## src/rtl/axi4l_pkg.sv

```systemverilog
// Shared types for the AXI4-Lite two-master arbiter: response codes and the
// write/read path state encodings.
package axi4l_pkg;

   typedef enum logic [1:0] {
      OKAY   = 2'b00,
      EXOKAY = 2'b01,
      SLVERR = 2'b10,
      DECERR = 2'b11
   } axi_resp_t;

   typedef enum logic [1:0] {W_IDLE, W_FWD, W_RESP} wr_state_t;
   typedef enum logic [1:0] {R_IDLE, R_ADDR, R_DATA} rd_state_t;

endpackage

```

## src/rtl/axi4l_if.sv

```systemverilog
// AXI4-Lite bundle. The master modport drives requests; the slave modport drives
// readies and responses.
interface axi4l_if import axi4l_pkg::*; #(
   parameter int unsigned ADDR_WIDTH = 32,
   parameter int unsigned DATA_WIDTH = 32
) ();

   logic [ADDR_WIDTH-1:0]   awaddr;
   logic [2:0]              awprot;
   logic                    awvalid;
   logic                    awready;
   logic [DATA_WIDTH-1:0]   wdata;
   logic [DATA_WIDTH/8-1:0] wstrb;
   logic                    wvalid;
   logic                    wready;
   axi_resp_t               bresp;
   logic                    bvalid;
   logic                    bready;
   logic [ADDR_WIDTH-1:0]   araddr;
   logic [2:0]              arprot;
   logic                    arvalid;
   logic                    arready;
   logic [DATA_WIDTH-1:0]   rdata;
   axi_resp_t               rresp;
   logic                    rvalid;
   logic                    rready;

   modport master (
      output awaddr, awprot, awvalid, wdata, wstrb, wvalid, bready,
      output araddr, arprot, arvalid, rready,
      input  awready, wready, bresp, bvalid, arready, rdata, rresp, rvalid
   );

   modport slave (
      input  awaddr, awprot, awvalid, wdata, wstrb, wvalid, bready,
      input  araddr, arprot, arvalid, rready,
      output awready, wready, bresp, bvalid, arready, rdata, rresp, rvalid
   );

endinterface

```

## src/rtl/axi4l_rr_pick2.sv

```systemverilog
// Two-way round-robin pick: a lone request wins outright, a tie goes to ptr.
module axi4l_rr_pick2 (
   input  logic [1:0] req,
   input  logic       ptr,
   output logic       gnt,
   output logic       gnt_valid
);

   assign gnt_valid = |req;
   assign gnt       = (req == 2'b11) ? ptr : req[1];

endmodule

```

## src/rtl/axi4l_arb2.sv

```systemverilog
// Two-master to one-slave AXI4-Lite arbiter. Write and read paths are arbitrated
// independently with a registered round-robin grant and combinational forwarding.
module axi4l_arb2 import axi4l_pkg::*; #(
   parameter int unsigned ADDR_WIDTH = 32,
   parameter int unsigned DATA_WIDTH = 32
) (
   input logic      aclk,
   input logic      aresetn,
   axi4l_if.slave   s0,
   axi4l_if.slave   s1,
   axi4l_if.master  m
);

   localparam int unsigned STRB_WIDTH = DATA_WIDTH / 8;

   // ---------------- write path ----------------
   wr_state_t wr_state_q;
   logic      wr_sel_q, wr_ptr_q, aw_done_q, w_done_q;
   logic      wr_gnt, wr_gnt_valid, wr_fwd, wr_resp;
   logic      aw_fire, w_fire, b_fire, aw_hs, w_hs, b_hs;

   logic [ADDR_WIDTH-1:0] g_awaddr;
   logic [2:0]            g_awprot;
   logic [DATA_WIDTH-1:0] g_wdata;
   logic [STRB_WIDTH-1:0] g_wstrb;
   logic                  g_awvalid, g_wvalid, g_bready;

   axi4l_rr_pick2 u_wr_pick (
      .req       ({s1.awvalid, s0.awvalid}),
      .ptr       (wr_ptr_q),
      .gnt       (wr_gnt),
      .gnt_valid (wr_gnt_valid)
   );

   assign g_awaddr  = wr_sel_q ? s1.awaddr  : s0.awaddr;
   assign g_awprot  = wr_sel_q ? s1.awprot  : s0.awprot;
   assign g_awvalid = wr_sel_q ? s1.awvalid : s0.awvalid;
   assign g_wdata   = wr_sel_q ? s1.wdata   : s0.wdata;
   assign g_wstrb   = wr_sel_q ? s1.wstrb   : s0.wstrb;
   assign g_wvalid  = wr_sel_q ? s1.wvalid  : s0.wvalid;
   assign g_bready  = wr_sel_q ? s1.bready  : s0.bready;

   assign wr_fwd  = (wr_state_q == W_FWD);
   assign wr_resp = (wr_state_q == W_RESP);
   assign aw_fire = wr_fwd & g_awvalid & ~aw_done_q;
   assign w_fire  = wr_fwd & g_wvalid & ~w_done_q;
   assign b_fire  = wr_resp & g_bready;
   assign aw_hs   = aw_fire & m.awready;
   assign w_hs    = w_fire & m.wready;
   assign b_hs    = b_fire & m.bvalid;

   always_comb begin
      m.awaddr  = wr_fwd ? g_awaddr : '0;
      m.awprot  = wr_fwd ? g_awprot : '0;
      m.awvalid = aw_fire;
      m.wdata   = wr_fwd ? g_wdata : '0;
      m.wstrb   = wr_fwd ? g_wstrb : '0;
      m.wvalid  = w_fire;
      m.bready  = b_fire;
      s0.awready = 1'b0;
      s0.wready  = 1'b0;
      s0.bvalid  = 1'b0;
      s0.bresp   = OKAY;
      s1.awready = 1'b0;
      s1.wready  = 1'b0;
      s1.bvalid  = 1'b0;
      s1.bresp   = OKAY;
      // Done flags stop a second handshake on a channel that already completed.
      if (wr_fwd && !wr_sel_q) begin
         s0.awready = m.awready & ~aw_done_q;
         s0.wready  = m.wready & ~w_done_q;
      end
      if (wr_fwd && wr_sel_q) begin
         s1.awready = m.awready & ~aw_done_q;
         s1.wready  = m.wready & ~w_done_q;
      end
      if (wr_resp && !wr_sel_q) begin
         s0.bvalid = m.bvalid;
         s0.bresp  = m.bresp;
      end
      if (wr_resp && wr_sel_q) begin
         s1.bvalid = m.bvalid;
         s1.bresp  = m.bresp;
      end
   end

   always_ff @(posedge aclk) begin
      if (!aresetn) begin
         wr_state_q <= W_IDLE;
         wr_sel_q   <= 1'b0;
         wr_ptr_q   <= 1'b0;
         aw_done_q  <= 1'b0;
         w_done_q   <= 1'b0;
      end else begin
         case (wr_state_q)
            W_IDLE: if (wr_gnt_valid) begin
               wr_sel_q   <= wr_gnt;
               wr_state_q <= W_FWD;
            end
            W_FWD: begin
               aw_done_q <= aw_done_q | aw_hs;
               w_done_q  <= w_done_q | w_hs;
               if ((aw_done_q | aw_hs) && (w_done_q | w_hs)) wr_state_q <= W_RESP;
            end
            W_RESP: if (b_hs) begin
               wr_state_q <= W_IDLE;
               aw_done_q  <= 1'b0;
               w_done_q   <= 1'b0;
               wr_ptr_q   <= ~wr_sel_q;
            end
            default: wr_state_q <= W_IDLE;
         endcase
      end
   end

   // ---------------- read path ----------------
   rd_state_t rd_state_q;
   logic      rd_sel_q, rd_ptr_q;
   logic      rd_gnt, rd_gnt_valid, rd_addr, rd_data, ar_fire, r_fire, ar_hs, r_hs;

   logic [ADDR_WIDTH-1:0] g_araddr;
   logic [2:0]            g_arprot;
   logic                  g_arvalid, g_rready;

   axi4l_rr_pick2 u_rd_pick (
      .req       ({s1.arvalid, s0.arvalid}),
      .ptr       (rd_ptr_q),
      .gnt       (rd_gnt),
      .gnt_valid (rd_gnt_valid)
   );

   assign g_araddr  = rd_sel_q ? s1.araddr  : s0.araddr;
   assign g_arprot  = rd_sel_q ? s1.arprot  : s0.arprot;
   assign g_arvalid = rd_sel_q ? s1.arvalid : s0.arvalid;
   assign g_rready  = rd_sel_q ? s1.rready  : s0.rready;

   assign rd_addr = (rd_state_q == R_ADDR);
   assign rd_data = (rd_state_q == R_DATA);
   assign ar_fire = rd_addr & g_arvalid;
   assign r_fire  = rd_data & g_rready;
   assign ar_hs   = ar_fire & m.arready;
   assign r_hs    = r_fire & m.rvalid;

   always_comb begin
      m.araddr   = rd_addr ? g_araddr : '0;
      m.arprot   = rd_addr ? g_arprot : '0;
      m.arvalid  = ar_fire;
      m.rready   = r_fire;
      s0.arready = rd_addr & ~rd_sel_q & m.arready;
      s1.arready = rd_addr & rd_sel_q & m.arready;
      s0.rvalid  = rd_data & ~rd_sel_q & m.rvalid;
      s1.rvalid  = rd_data & rd_sel_q & m.rvalid;
      s0.rdata   = (rd_data && !rd_sel_q) ? m.rdata : '0;
      s1.rdata   = (rd_data && rd_sel_q) ? m.rdata : '0;
      s0.rresp   = (rd_data && !rd_sel_q) ? m.rresp : OKAY;
      s1.rresp   = (rd_data && rd_sel_q) ? m.rresp : OKAY;
   end

   always_ff @(posedge aclk) begin
      if (!aresetn) begin
         rd_state_q <= R_IDLE;
         rd_sel_q   <= 1'b0;
         rd_ptr_q   <= 1'b0;
      end else begin
         case (rd_state_q)
            R_IDLE: if (rd_gnt_valid) begin
               rd_sel_q   <= rd_gnt;
               rd_state_q <= R_ADDR;
            end
            R_ADDR: if (ar_hs) rd_state_q <= R_DATA;
            R_DATA: if (r_hs) begin
               rd_state_q <= R_IDLE;
               rd_ptr_q   <= ~rd_sel_q;
            end
            default: rd_state_q <= R_IDLE;
         endcase
      end
   end

   // ---------------- protocol checks ----------------
   logic [1:0] wr_gnt_vec, rd_gnt_vec;
   assign wr_gnt_vec = (wr_state_q == W_IDLE) ? 2'b00 : (wr_sel_q ? 2'b10 : 2'b01);
   assign rd_gnt_vec = (rd_state_q == R_IDLE) ? 2'b00 : (rd_sel_q ? 2'b10 : 2'b01);

   a_wr_onehot: assert property (@(posedge aclk) $onehot0(wr_gnt_vec));
   a_rd_onehot: assert property (@(posedge aclk) $onehot0(rd_gnt_vec));
   a_s0_quiet: assert property (@(posedge aclk) disable iff (!aresetn)
      !(!wr_gnt_vec[0] && (s0.awready || s0.wready || s0.bvalid)) &&
      !(!rd_gnt_vec[0] && (s0.arready || s0.rvalid)));
   a_s1_quiet: assert property (@(posedge aclk) disable iff (!aresetn)
      !(!wr_gnt_vec[1] && (s1.awready || s1.wready || s1.bvalid)) &&
      !(!rd_gnt_vec[1] && (s1.arready || s1.rvalid)));
   a_m_aw_stable: assert property (@(posedge aclk) disable iff (!aresetn)
      m.awvalid && !m.awready |=> m.awvalid);
   a_m_w_stable: assert property (@(posedge aclk) disable iff (!aresetn)
      m.wvalid && !m.wready |=> m.wvalid);
   a_m_ar_stable: assert property (@(posedge aclk) disable iff (!aresetn)
      m.arvalid && !m.arready |=> m.arvalid);
   a_up_aw_hold: assert property (@(posedge aclk) disable iff (!aresetn)
      wr_fwd && !aw_done_q && !aw_hs |=> g_awvalid);
   a_up_w_hold: assert property (@(posedge aclk) disable iff (!aresetn)
      wr_fwd && !w_done_q && !w_hs |=> g_wvalid);
   a_up_ar_hold: assert property (@(posedge aclk) disable iff (!aresetn)
      rd_addr && !ar_hs |=> g_arvalid);

endmodule
```

## src/flat_wrapper.sv

```systemverilog
// flat-port wrapper written by rule: the top's interface ports become plain ports
module axi4l_arb2_flat import axi4l_pkg::*;
#(
   parameter int unsigned ADDR_WIDTH = 32,
   parameter int unsigned DATA_WIDTH = 32
)
  (aclk, aresetn, s0_awaddr, s0_awprot, s0_awvalid, s0_wdata, s0_wstrb, s0_wvalid, s0_bready, s0_araddr, s0_arprot, s0_arvalid, s0_rready, s0_awready, s0_wready, s0_bresp, s0_bvalid, s0_arready, s0_rdata, s0_rresp, s0_rvalid, s1_awaddr, s1_awprot, s1_awvalid, s1_wdata, s1_wstrb, s1_wvalid, s1_bready, s1_araddr, s1_arprot, s1_arvalid, s1_rready, s1_awready, s1_wready, s1_bresp, s1_bvalid, s1_arready, s1_rdata, s1_rresp, s1_rvalid, m_awaddr, m_awprot, m_awvalid, m_wdata, m_wstrb, m_wvalid, m_bready, m_araddr, m_arprot, m_arvalid, m_rready, m_awready, m_wready, m_bresp, m_bvalid, m_arready, m_rdata, m_rresp, m_rvalid);
  axi4l_if #(.ADDR_WIDTH(ADDR_WIDTH), .DATA_WIDTH(DATA_WIDTH)) s0_i ();
  axi4l_if #(.ADDR_WIDTH(ADDR_WIDTH), .DATA_WIDTH(DATA_WIDTH)) s1_i ();
  axi4l_if #(.ADDR_WIDTH(ADDR_WIDTH), .DATA_WIDTH(DATA_WIDTH)) m_i ();
  input logic aclk;
  input logic aresetn;
  input wire logic [$bits(s0_i.awaddr)-1:0] s0_awaddr;
  input wire logic [$bits(s0_i.awprot)-1:0] s0_awprot;
  input wire logic [$bits(s0_i.awvalid)-1:0] s0_awvalid;
  input wire logic [$bits(s0_i.wdata)-1:0] s0_wdata;
  input wire logic [$bits(s0_i.wstrb)-1:0] s0_wstrb;
  input wire logic [$bits(s0_i.wvalid)-1:0] s0_wvalid;
  input wire logic [$bits(s0_i.bready)-1:0] s0_bready;
  input wire logic [$bits(s0_i.araddr)-1:0] s0_araddr;
  input wire logic [$bits(s0_i.arprot)-1:0] s0_arprot;
  input wire logic [$bits(s0_i.arvalid)-1:0] s0_arvalid;
  input wire logic [$bits(s0_i.rready)-1:0] s0_rready;
  output wire logic [$bits(s0_i.awready)-1:0] s0_awready;
  output wire logic [$bits(s0_i.wready)-1:0] s0_wready;
  output wire logic [$bits(s0_i.bresp)-1:0] s0_bresp;
  output wire logic [$bits(s0_i.bvalid)-1:0] s0_bvalid;
  output wire logic [$bits(s0_i.arready)-1:0] s0_arready;
  output wire logic [$bits(s0_i.rdata)-1:0] s0_rdata;
  output wire logic [$bits(s0_i.rresp)-1:0] s0_rresp;
  output wire logic [$bits(s0_i.rvalid)-1:0] s0_rvalid;
  input wire logic [$bits(s1_i.awaddr)-1:0] s1_awaddr;
  input wire logic [$bits(s1_i.awprot)-1:0] s1_awprot;
  input wire logic [$bits(s1_i.awvalid)-1:0] s1_awvalid;
  input wire logic [$bits(s1_i.wdata)-1:0] s1_wdata;
  input wire logic [$bits(s1_i.wstrb)-1:0] s1_wstrb;
  input wire logic [$bits(s1_i.wvalid)-1:0] s1_wvalid;
  input wire logic [$bits(s1_i.bready)-1:0] s1_bready;
  input wire logic [$bits(s1_i.araddr)-1:0] s1_araddr;
  input wire logic [$bits(s1_i.arprot)-1:0] s1_arprot;
  input wire logic [$bits(s1_i.arvalid)-1:0] s1_arvalid;
  input wire logic [$bits(s1_i.rready)-1:0] s1_rready;
  output wire logic [$bits(s1_i.awready)-1:0] s1_awready;
  output wire logic [$bits(s1_i.wready)-1:0] s1_wready;
  output wire logic [$bits(s1_i.bresp)-1:0] s1_bresp;
  output wire logic [$bits(s1_i.bvalid)-1:0] s1_bvalid;
  output wire logic [$bits(s1_i.arready)-1:0] s1_arready;
  output wire logic [$bits(s1_i.rdata)-1:0] s1_rdata;
  output wire logic [$bits(s1_i.rresp)-1:0] s1_rresp;
  output wire logic [$bits(s1_i.rvalid)-1:0] s1_rvalid;
  output wire logic [$bits(m_i.awaddr)-1:0] m_awaddr;
  output wire logic [$bits(m_i.awprot)-1:0] m_awprot;
  output wire logic [$bits(m_i.awvalid)-1:0] m_awvalid;
  output wire logic [$bits(m_i.wdata)-1:0] m_wdata;
  output wire logic [$bits(m_i.wstrb)-1:0] m_wstrb;
  output wire logic [$bits(m_i.wvalid)-1:0] m_wvalid;
  output wire logic [$bits(m_i.bready)-1:0] m_bready;
  output wire logic [$bits(m_i.araddr)-1:0] m_araddr;
  output wire logic [$bits(m_i.arprot)-1:0] m_arprot;
  output wire logic [$bits(m_i.arvalid)-1:0] m_arvalid;
  output wire logic [$bits(m_i.rready)-1:0] m_rready;
  input wire logic [$bits(m_i.awready)-1:0] m_awready;
  input wire logic [$bits(m_i.wready)-1:0] m_wready;
  input wire logic [$bits(m_i.bresp)-1:0] m_bresp;
  input wire logic [$bits(m_i.bvalid)-1:0] m_bvalid;
  input wire logic [$bits(m_i.arready)-1:0] m_arready;
  input wire logic [$bits(m_i.rdata)-1:0] m_rdata;
  input wire logic [$bits(m_i.rresp)-1:0] m_rresp;
  input wire logic [$bits(m_i.rvalid)-1:0] m_rvalid;
  assign s0_i.awaddr = s0_awaddr;
  assign s0_i.awprot = s0_awprot;
  assign s0_i.awvalid = s0_awvalid;
  assign s0_i.wdata = s0_wdata;
  assign s0_i.wstrb = s0_wstrb;
  assign s0_i.wvalid = s0_wvalid;
  assign s0_i.bready = s0_bready;
  assign s0_i.araddr = s0_araddr;
  assign s0_i.arprot = s0_arprot;
  assign s0_i.arvalid = s0_arvalid;
  assign s0_i.rready = s0_rready;
  assign s0_awready = s0_i.awready;
  assign s0_wready = s0_i.wready;
  assign s0_bresp = s0_i.bresp;
  assign s0_bvalid = s0_i.bvalid;
  assign s0_arready = s0_i.arready;
  assign s0_rdata = s0_i.rdata;
  assign s0_rresp = s0_i.rresp;
  assign s0_rvalid = s0_i.rvalid;
  assign s1_i.awaddr = s1_awaddr;
  assign s1_i.awprot = s1_awprot;
  assign s1_i.awvalid = s1_awvalid;
  assign s1_i.wdata = s1_wdata;
  assign s1_i.wstrb = s1_wstrb;
  assign s1_i.wvalid = s1_wvalid;
  assign s1_i.bready = s1_bready;
  assign s1_i.araddr = s1_araddr;
  assign s1_i.arprot = s1_arprot;
  assign s1_i.arvalid = s1_arvalid;
  assign s1_i.rready = s1_rready;
  assign s1_awready = s1_i.awready;
  assign s1_wready = s1_i.wready;
  assign s1_bresp = s1_i.bresp;
  assign s1_bvalid = s1_i.bvalid;
  assign s1_arready = s1_i.arready;
  assign s1_rdata = s1_i.rdata;
  assign s1_rresp = s1_i.rresp;
  assign s1_rvalid = s1_i.rvalid;
  assign m_awaddr = m_i.awaddr;
  assign m_awprot = m_i.awprot;
  assign m_awvalid = m_i.awvalid;
  assign m_wdata = m_i.wdata;
  assign m_wstrb = m_i.wstrb;
  assign m_wvalid = m_i.wvalid;
  assign m_bready = m_i.bready;
  assign m_araddr = m_i.araddr;
  assign m_arprot = m_i.arprot;
  assign m_arvalid = m_i.arvalid;
  assign m_rready = m_i.rready;
  assign m_i.awready = m_awready;
  assign m_i.wready = m_wready;
  assign m_i.bresp = m_bresp;
  assign m_i.bvalid = m_bvalid;
  assign m_i.arready = m_arready;
  assign m_i.rdata = m_rdata;
  assign m_i.rresp = m_rresp;
  assign m_i.rvalid = m_rvalid;
  axi4l_arb2 #(.ADDR_WIDTH(ADDR_WIDTH), .DATA_WIDTH(DATA_WIDTH)) u_core (.aclk(aclk), .aresetn(aresetn), .s0(s0_i), .s1(s1_i), .m(m_i));
endmodule
```

## config.mk

```make
export PLATFORM = sky130hd
export DESIGN_NAME = axi4l_arb2_flat
export DESIGN_NICKNAME = d
export VERILOG_FILES = /design/src/rtl/axi4l_pkg.sv /design/src/rtl/axi4l_if.sv /design/src/rtl/axi4l_rr_pick2.sv /design/src/rtl/axi4l_arb2.sv /design/src/flat_wrapper.sv
export SDC_FILE = /design/constraint.sdc
export NUM_CORES = 1
export LEC_CHECK = 0
export CAP_MARGIN = 20
export CORE_AREA = 2 2 178 180
export CTS_BUF_LIST = sky130_fd_sc_hd__clkbuf_2 sky130_fd_sc_hd__clkbuf_4 sky130_fd_sc_hd__clkbuf_8
export DETAILED_ROUTE_END_ITERATION = 7
export DIE_AREA = 0 0 180 182
export DONT_BUFFER_PORTS = 1
export PLACE_DENSITY = 0.3
export SETUP_SLACK_MARGIN = 0.2
export SLEW_MARGIN = 20
export SYNTH_ARGS = -nofsm -noshare
export SYNTH_HDL_FRONTEND = slang
export SYNTH_HIERARCHICAL = 1
export SYNTH_SLANG_ARGS = --single-unit
```

## constraint.sdc

```tcl
create_clock -name aclk -period 4.8 [get_ports aclk]
set_clock_uncertainty 0.05 [all_clocks]
set_input_delay 0.96 -clock aclk [delete_from_list [all_inputs] [get_ports aclk]]
set_output_delay 0.96 -clock aclk [all_outputs]
set_load 0.02 [all_outputs]
```

## After elaboration in Yosys (flattened, before gate mapping)

Cells that the tools add are included.

- Bits in registers: 10
- Output and inout port bits: 193
- ROM bits: 0
- Memories kept: 0
- RAM bits: 0
- Bits of input ports: 265
- Bits in latches: 0
- Logic and storage cells: 111

- Add/subtract/negate cells: 0
- $lt $le $gt $ge: 0
- Multipliers: 0
- Reductions and logical operators: 21
- Shift-type cells: 0
- Div/mod/pow operators: 0
- Bitwise operators: 28
- Mux-type cells: 42
- Equality and inequality tests: 12

Operators by type and width:

| operator | count |
|---|---|
| $mux W32 | 8 |
| $and A1 B1 Y1 | 22 |
| $mux W2 | 10 |
| $mux W1 | 14 |
| $mux W3 | 4 |
| $pmux W2 S3 | 2 |
| $ne A2 B2 Y1 const B | 5 |
| $reduce_and A2 Y1 | 5 |
| $eq A2 B2 Y1 const B | 4 |
| $mux W4 | 2 |
| $logic_and A1 B1 Y1 | 7 |
| $reduce_and A3 Y1 | 2 |
| $eq A2 B1 Y1 const B | 2 |
| $logic_not A2 Y1 | 2 |
| $not A1 Y1 | 4 |
| $pmux W1 S2 | 2 |
| $reduce_or A2 Y1 | 2 |
| $logic_not A1 Y1 | 2 |
| $ne A2 B1 Y1 const B | 1 |
| $or A1 B1 Y1 | 2 |
| $reduce_bool A2 Y1 | 1 |

## Depth between registers and ports, before layout

- Depth after elaboration: 8
- Mapped depth: 6
- Gate-level depth less buffers: 4

## By module

Netlist, hierarchy kept.

Modules (own cells, without submodules):

| module | area each (sq um) | times used | cells an instance | seq. area each (sq um) |
|---|---|---|---|---|
| axi4l_arb2 | 2563.7 | 1 | 362 | 200.2 |
| axi4l_rr_pick2 | 17.5 | 2 | 3 | 0.0 |

## Worst setup path after synthesis

Ideal clock, no wire load.

- Path type: input to output
- Start: input port m_awready
- End: output port s0_awready
- Arrival time: 1674 ps
- Cell stages on the path: 1
- Data required time: 3790 ps
- Path slack: 2116 ps
- Path buffers: 0
- Path through: nor4b_1

- Cells in the longest elaborated chain, start to end: 2

RTL lines:

| item | line | source |
|---|---|---|
| from (decl) | flat_wrapper.sv:62 | `input wire logic [$bits(m_i.awready)-1:0] m_awready;` |
| $and A1 B1 Y1 | axi4l_arb2.sv:70 | `s0.awready = m.awready & ~aw_done_q;` |
| $mux W1 | axi4l_arb2.sv:69 | `if (wr_fwd && !wr_sel_q) begin` |
| to (decl) | flat_wrapper.sv:24 | `output wire logic [$bits(s0_i.awready)-1:0] s0_awready;` |

Every way passes these cells.

## Worst setup path after layout

- Start: register u_core.wr_sel_q
- End: output port m_awaddr[17]

- Cells in the longest elaborated chain, start to end: 2

RTL lines:

| item | line | source |
|---|---|---|
| from (decl) | axi4l_arb2.sv:18 | `logic wr_sel_q, wr_ptr_q, aw_done_q, w_done_q;` |
| from (signal assigned) | axi4l_arb2.sv:97 | `wr_sel_q <= wr_gnt;` |
| $mux W32 | axi4l_arb2.sv:35 | `assign g_awaddr = wr_sel_q ? s1.awaddr : s0.awaddr;` |
| $mux W32 | axi4l_arb2.sv:53 | `m.awaddr = wr_fwd ? g_awaddr : '0;` |
| to (decl) | flat_wrapper.sv:51 | `output wire logic [$bits(m_i.awaddr)-1:0] m_awaddr;` |

Every way passes these cells.

==> Implementation_results.wiki <==
{| class="wikitable"
! Metric !! Value
|-
| Worst endpoint data arrival time || 2.28 ns
|-
| Routed wire length on met2 || 8240 um
|-
| Mapped Area || approximately 0.0026 mm2
|-
| Util after Layout || 0.0995
|-
| Time the final worst path needs with I/O delays and setup || 3.29 ns
|-
| Seq/Total Area, Yosys || 0.0770
|-
| Post-route setup TNS || 0 ns
|-
| Top routing layer used || met4
|-
| Max-cap violation count || 0
|-
| Final nets || 611
|-
| Clock-pin transition on the worst setup and hold timing paths || 0.06 ns
|-
| HPWL after DPL || about 14000 um
|-
| Y dimension of the die || 182 um
|-
| Overflow after GRT || 0
|-
| Endpoint of the worst-slack reg-to-reg timing path || u_core/wr_ptr_q
|-
| Final setup violation count || 0
|-
| I/O pin cnt || between 400 and 500
|-
| Maximum clock path buffer count || 2
|-
| Share of async-settable or async-resettable flops after synthesis || 0
|-
| Via count of the first global-routing pass || roughly 2600
|-
| Fin. Hold Viols || 0
|-
| Crit-path cells || buf_4 -> mux2i_1 -> nor2_1
|-
| Number of instances on the worst hold path || 2
|-
| Crit end category || primary output
|-
| H-tree levels || 1
|-
| Number of buffer and inverter stages on the critical path || 1
|-
| Critical Path Slowest Stage Cell || sky130_fd_sc_hd__dfxtp_4
|-
| Number of distinct standard cells referenced by the synthesized netlist || 38
|-
| Cell area power density || 161 mW/mm2
|-
| Global-route wire length before repair || 19900 um
|-
| Total chip power || ~0.5 mW
|-
| # rows || 65
|-
| Total of fill cells in the finished design || 3607
|-
| Root Buffer Master || sky130_fd_sc_hd__clkbuf_8
|-
| GP Congestion || 0.842
|-
| Core region area || around 0.031 mm2
|-
| Critical-path maximum fanout || 50
|-
| Mapped Nets || 633
|-
| Kind of launch point of the worst setup path || flip-flop
|-
| Fraction of layout cells with a size suffix above 1 || 0.0667
|-
| Buffers added on ports || 0
|-
| End point of the most critical hold path || u_core/rd_ptr_q
|-
| Initial cell density of the core || 0.0839
|-
| Number of flops mapped to enable cells by yosys || 0
|-
| Required time of the critical path || ~3.8 ns
|-
| Actual transition at the worst max-transition pin || 0.787 ns
|-
| Outcome || finished clean
|-
| DRC marker count from the first detailed-route iteration || 135
|-
| Number of DRC violations after detailed routing || 0
|-
| Static Leakage || about 0.95 nW
|-
| Initial antenna violation count || 4
|-
| Later-pin clock latency in the skew report || 0.24 ns
|-
| Achievable frequency || slightly above 300 MHz
|-
| Yosys Warn Count || 6
|-
| Global-route usage over all layers || 0.0854
|-
| Area enclosed by the die boundary || 0.0328 mm2
|-
| Count of hold buffers inserted by post-cts repair || 0
|-
| Met3 WL post-DR || 1190 um
|-
| Clock Sink Count || 10
|-
| Post-Syn Instances || about 370
|-
| Peak ir drop on the vdd network || 0.0000653 V
|-
| Via count || 2855
|-
| Count of TritonRoute iterations in the first routing pass || 4
|-
| Final Non-Filler Cells || 751
|-
| # Post-CTS Setup Buffers || 0
|-
| Synth top area cells || sky130_fd_sc_hd__mux2i_1 29%, sky130_fd_sc_hd__and2_1 17%, sky130_fd_sc_hd__a22o_1 12%
|-
| Detail Route Antenna Nets || 0
|-
| Classification of the worst-slack hold path || flip-flop to flip-flop
|-
| Total CTS buffers || 3
|-
| Number of placed instances with taps included || about 740
|-
| Horizontal die dimension || 180 um
|-
| RSZ-0062 raised after global routing || no
|-
| Routed WL || 15600 um
|-
| Worst slew margin relative to its limit || 0.475
|-
| Dominant cell type by area after synthesis || sky130_fd_sc_hd__mux2i_1
|-
| Critical Setup Path Class || flip-flop to primary output
|-
| Register-to-register setup slack || 2.84 ns
|-
| TritonCTS clock tree || done
|-
| Slew Viols, Final || 0
|-
| Worst flop-to-flop path startpoint || u_core/wr_sel_q
|-
| Worst reg2reg path depth || 3
|-
| Total of flip-flops plus latches after synthesis || 10
|-
| Worst Min Path Start || u_core/rd_ptr_q
|-
| Mean routed wirelength per cell || 20.8 um
|-
| Pin count of the biggest net entering global routing || 54
|-
| Post-CTS Resized || 0
|-
| Delay of the slowest critical-path stage || 0.84 ns
|-
| Met1 wire length || 5500 um
|-
| Delay-heaviest family, CP || flip-flops
|-
| Primary FF master, synth || sky130_fd_sc_hd__dfxtp_1
|-
| Top-area cell type share of the netlist area || 0.293
|-
| Area delta synth->final || 18.6%
|-
| Mean Syn Cell Area || 7.06 um2
|-
| Final cycle utilization of the critical path || 0.685
|-
| Vias per Instance || roughly 3.8
|}
## power by group
part | switching [mW] | internal, mW | total [mW]
Sequential | 0.0173 | 0.0868 | 0.104
Combinational | 0.199 | 0.0822 | 0.282
Clock | 0.0391 | 0.0725 | 0.112
## registers in the layout, indices dropped and copies added (netlist names)
name / flops
u_core/aw_done_q: 1
u_core/rd_ptr_q: 1
u_core/rd_sel_q: 1
u_core/rd_state_q: 2
u_core/w_done_q: 1
u_core/wr_ptr_q: 1
u_core/wr_sel_q: 1
u_core/wr_state_q: 2
## metrics by stage
stage / worst slack, ns / instance area, um2 / hold WS, ns
detailed placement: 1.77 / 3020 / 0.415
finish: 1.51 / 3080 / 0.423
global route: 1.35 / 3080 / 0.458
global placement: 1.76 / 3020 / 0.415
floorplan: 2.12 / 2600 / 0.388
CTS: 1.49 / 3070 / 0.423
## layout by cell type, fill, tap and decap left out, drive strengths merged, types with 2 or more instances in the layout
cell and count:
a31oi 2, clkbuf 4, a21boi 2, nor3b 7, buf 7, nand2b 3, nor2 83, dfxtp 10
and2 72, diode 4, a211oi 3, nand2 7, inv 6, nor4b 2, mux2 3, a22o 36
nor3 2, and4b 3, mux2i 76, or2 3
## layout make-up
| class | count | area [um2] | area share |
|---|---|---|---|
| tap | 402 | 503 | 0.163 |
| antenna | 4 | 10.0 | 0.00325 |
| sequential | 10 | 204 | 0.0662 |
| inverter | 6 | 22.5 | 0.00731 |
| timing repair buffer | 7 | 52.6 | 0.0171 |
| multi-input combinational | 318 | 2230 | 0.725 |
| clock buffer | 4 | 55.1 | 0.0179 |
## cell usage after synthesis (3+ instances only)
master and count:
sky130_fd_sc_hd__nor3b_2 3, sky130_fd_sc_hd__a211oi_1 3, sky130_fd_sc_hd__mux2_2 3, sky130_fd_sc_hd__mux2i_1 76, sky130_fd_sc_hd__nand2b_1 3, sky130_fd_sc_hd__and2_1 72
sky130_fd_sc_hd__nor3b_1 4, sky130_fd_sc_hd__a22o_1 36, sky130_fd_sc_hd__nor2_1 83, sky130_fd_sc_hd__buf_2 15, sky130_fd_sc_hd__dfxtp_1 10, sky130_fd_sc_hd__inv_1 6
sky130_fd_sc_hd__nand2_1 7, sky130_fd_sc_hd__and4b_1 3, sky130_fd_sc_hd__clkbuf_1 15
## worst reg2reg max path: cells and delay by family, from the launching register on
family / cells / cell delay, ns
flops: 1 / 0.84
simple gates: 1 / 0.53
mux: 1 / 0.33
compound gates: 1 / 0.14
## worst max-delay path by stage
stage                         start  cells after the start           end  slack (ns)
floorplan                 m_awready                      1    s0_awready        2.12
global placement    u_core/wr_sel_q                      3   m_awaddr[2]        1.76
detailed placement  u_core/wr_sel_q                      3   m_awaddr[2]        1.77
CTS                 u_core/wr_sel_q                      3   m_awaddr[2]        1.49
global route        u_core/wr_sel_q                      3  m_awaddr[17]        1.35
finish              u_core/wr_sel_q                      3  m_awaddr[17]        1.51
## per-layer routing
| layer | vias to the layer above | track usage |
|---|---|---|
| met5 | - | 0 |
| met1 | 1310 | 0.0892 |
| met3 | 28 | 0.0132 |
| met4 | 0 | 0.0494 |
| met2 | 281 | 0.162 |
| li1 | 1236 | - |
## cell families (layout without fill, tap and decap cells)
family | Yosys count | count (layout) | synth area share
simple gates | 188 | 188 | 0.383
mux | 79 | 79 | 0.306
compound gates | 51 | 51 | 0.165
buf+inv | 40 | 17 | 0.0693
flops | 10 | 10 | 0.0770
other cells | 0 | 4 | 0
(Power assumes the default switching activity.)
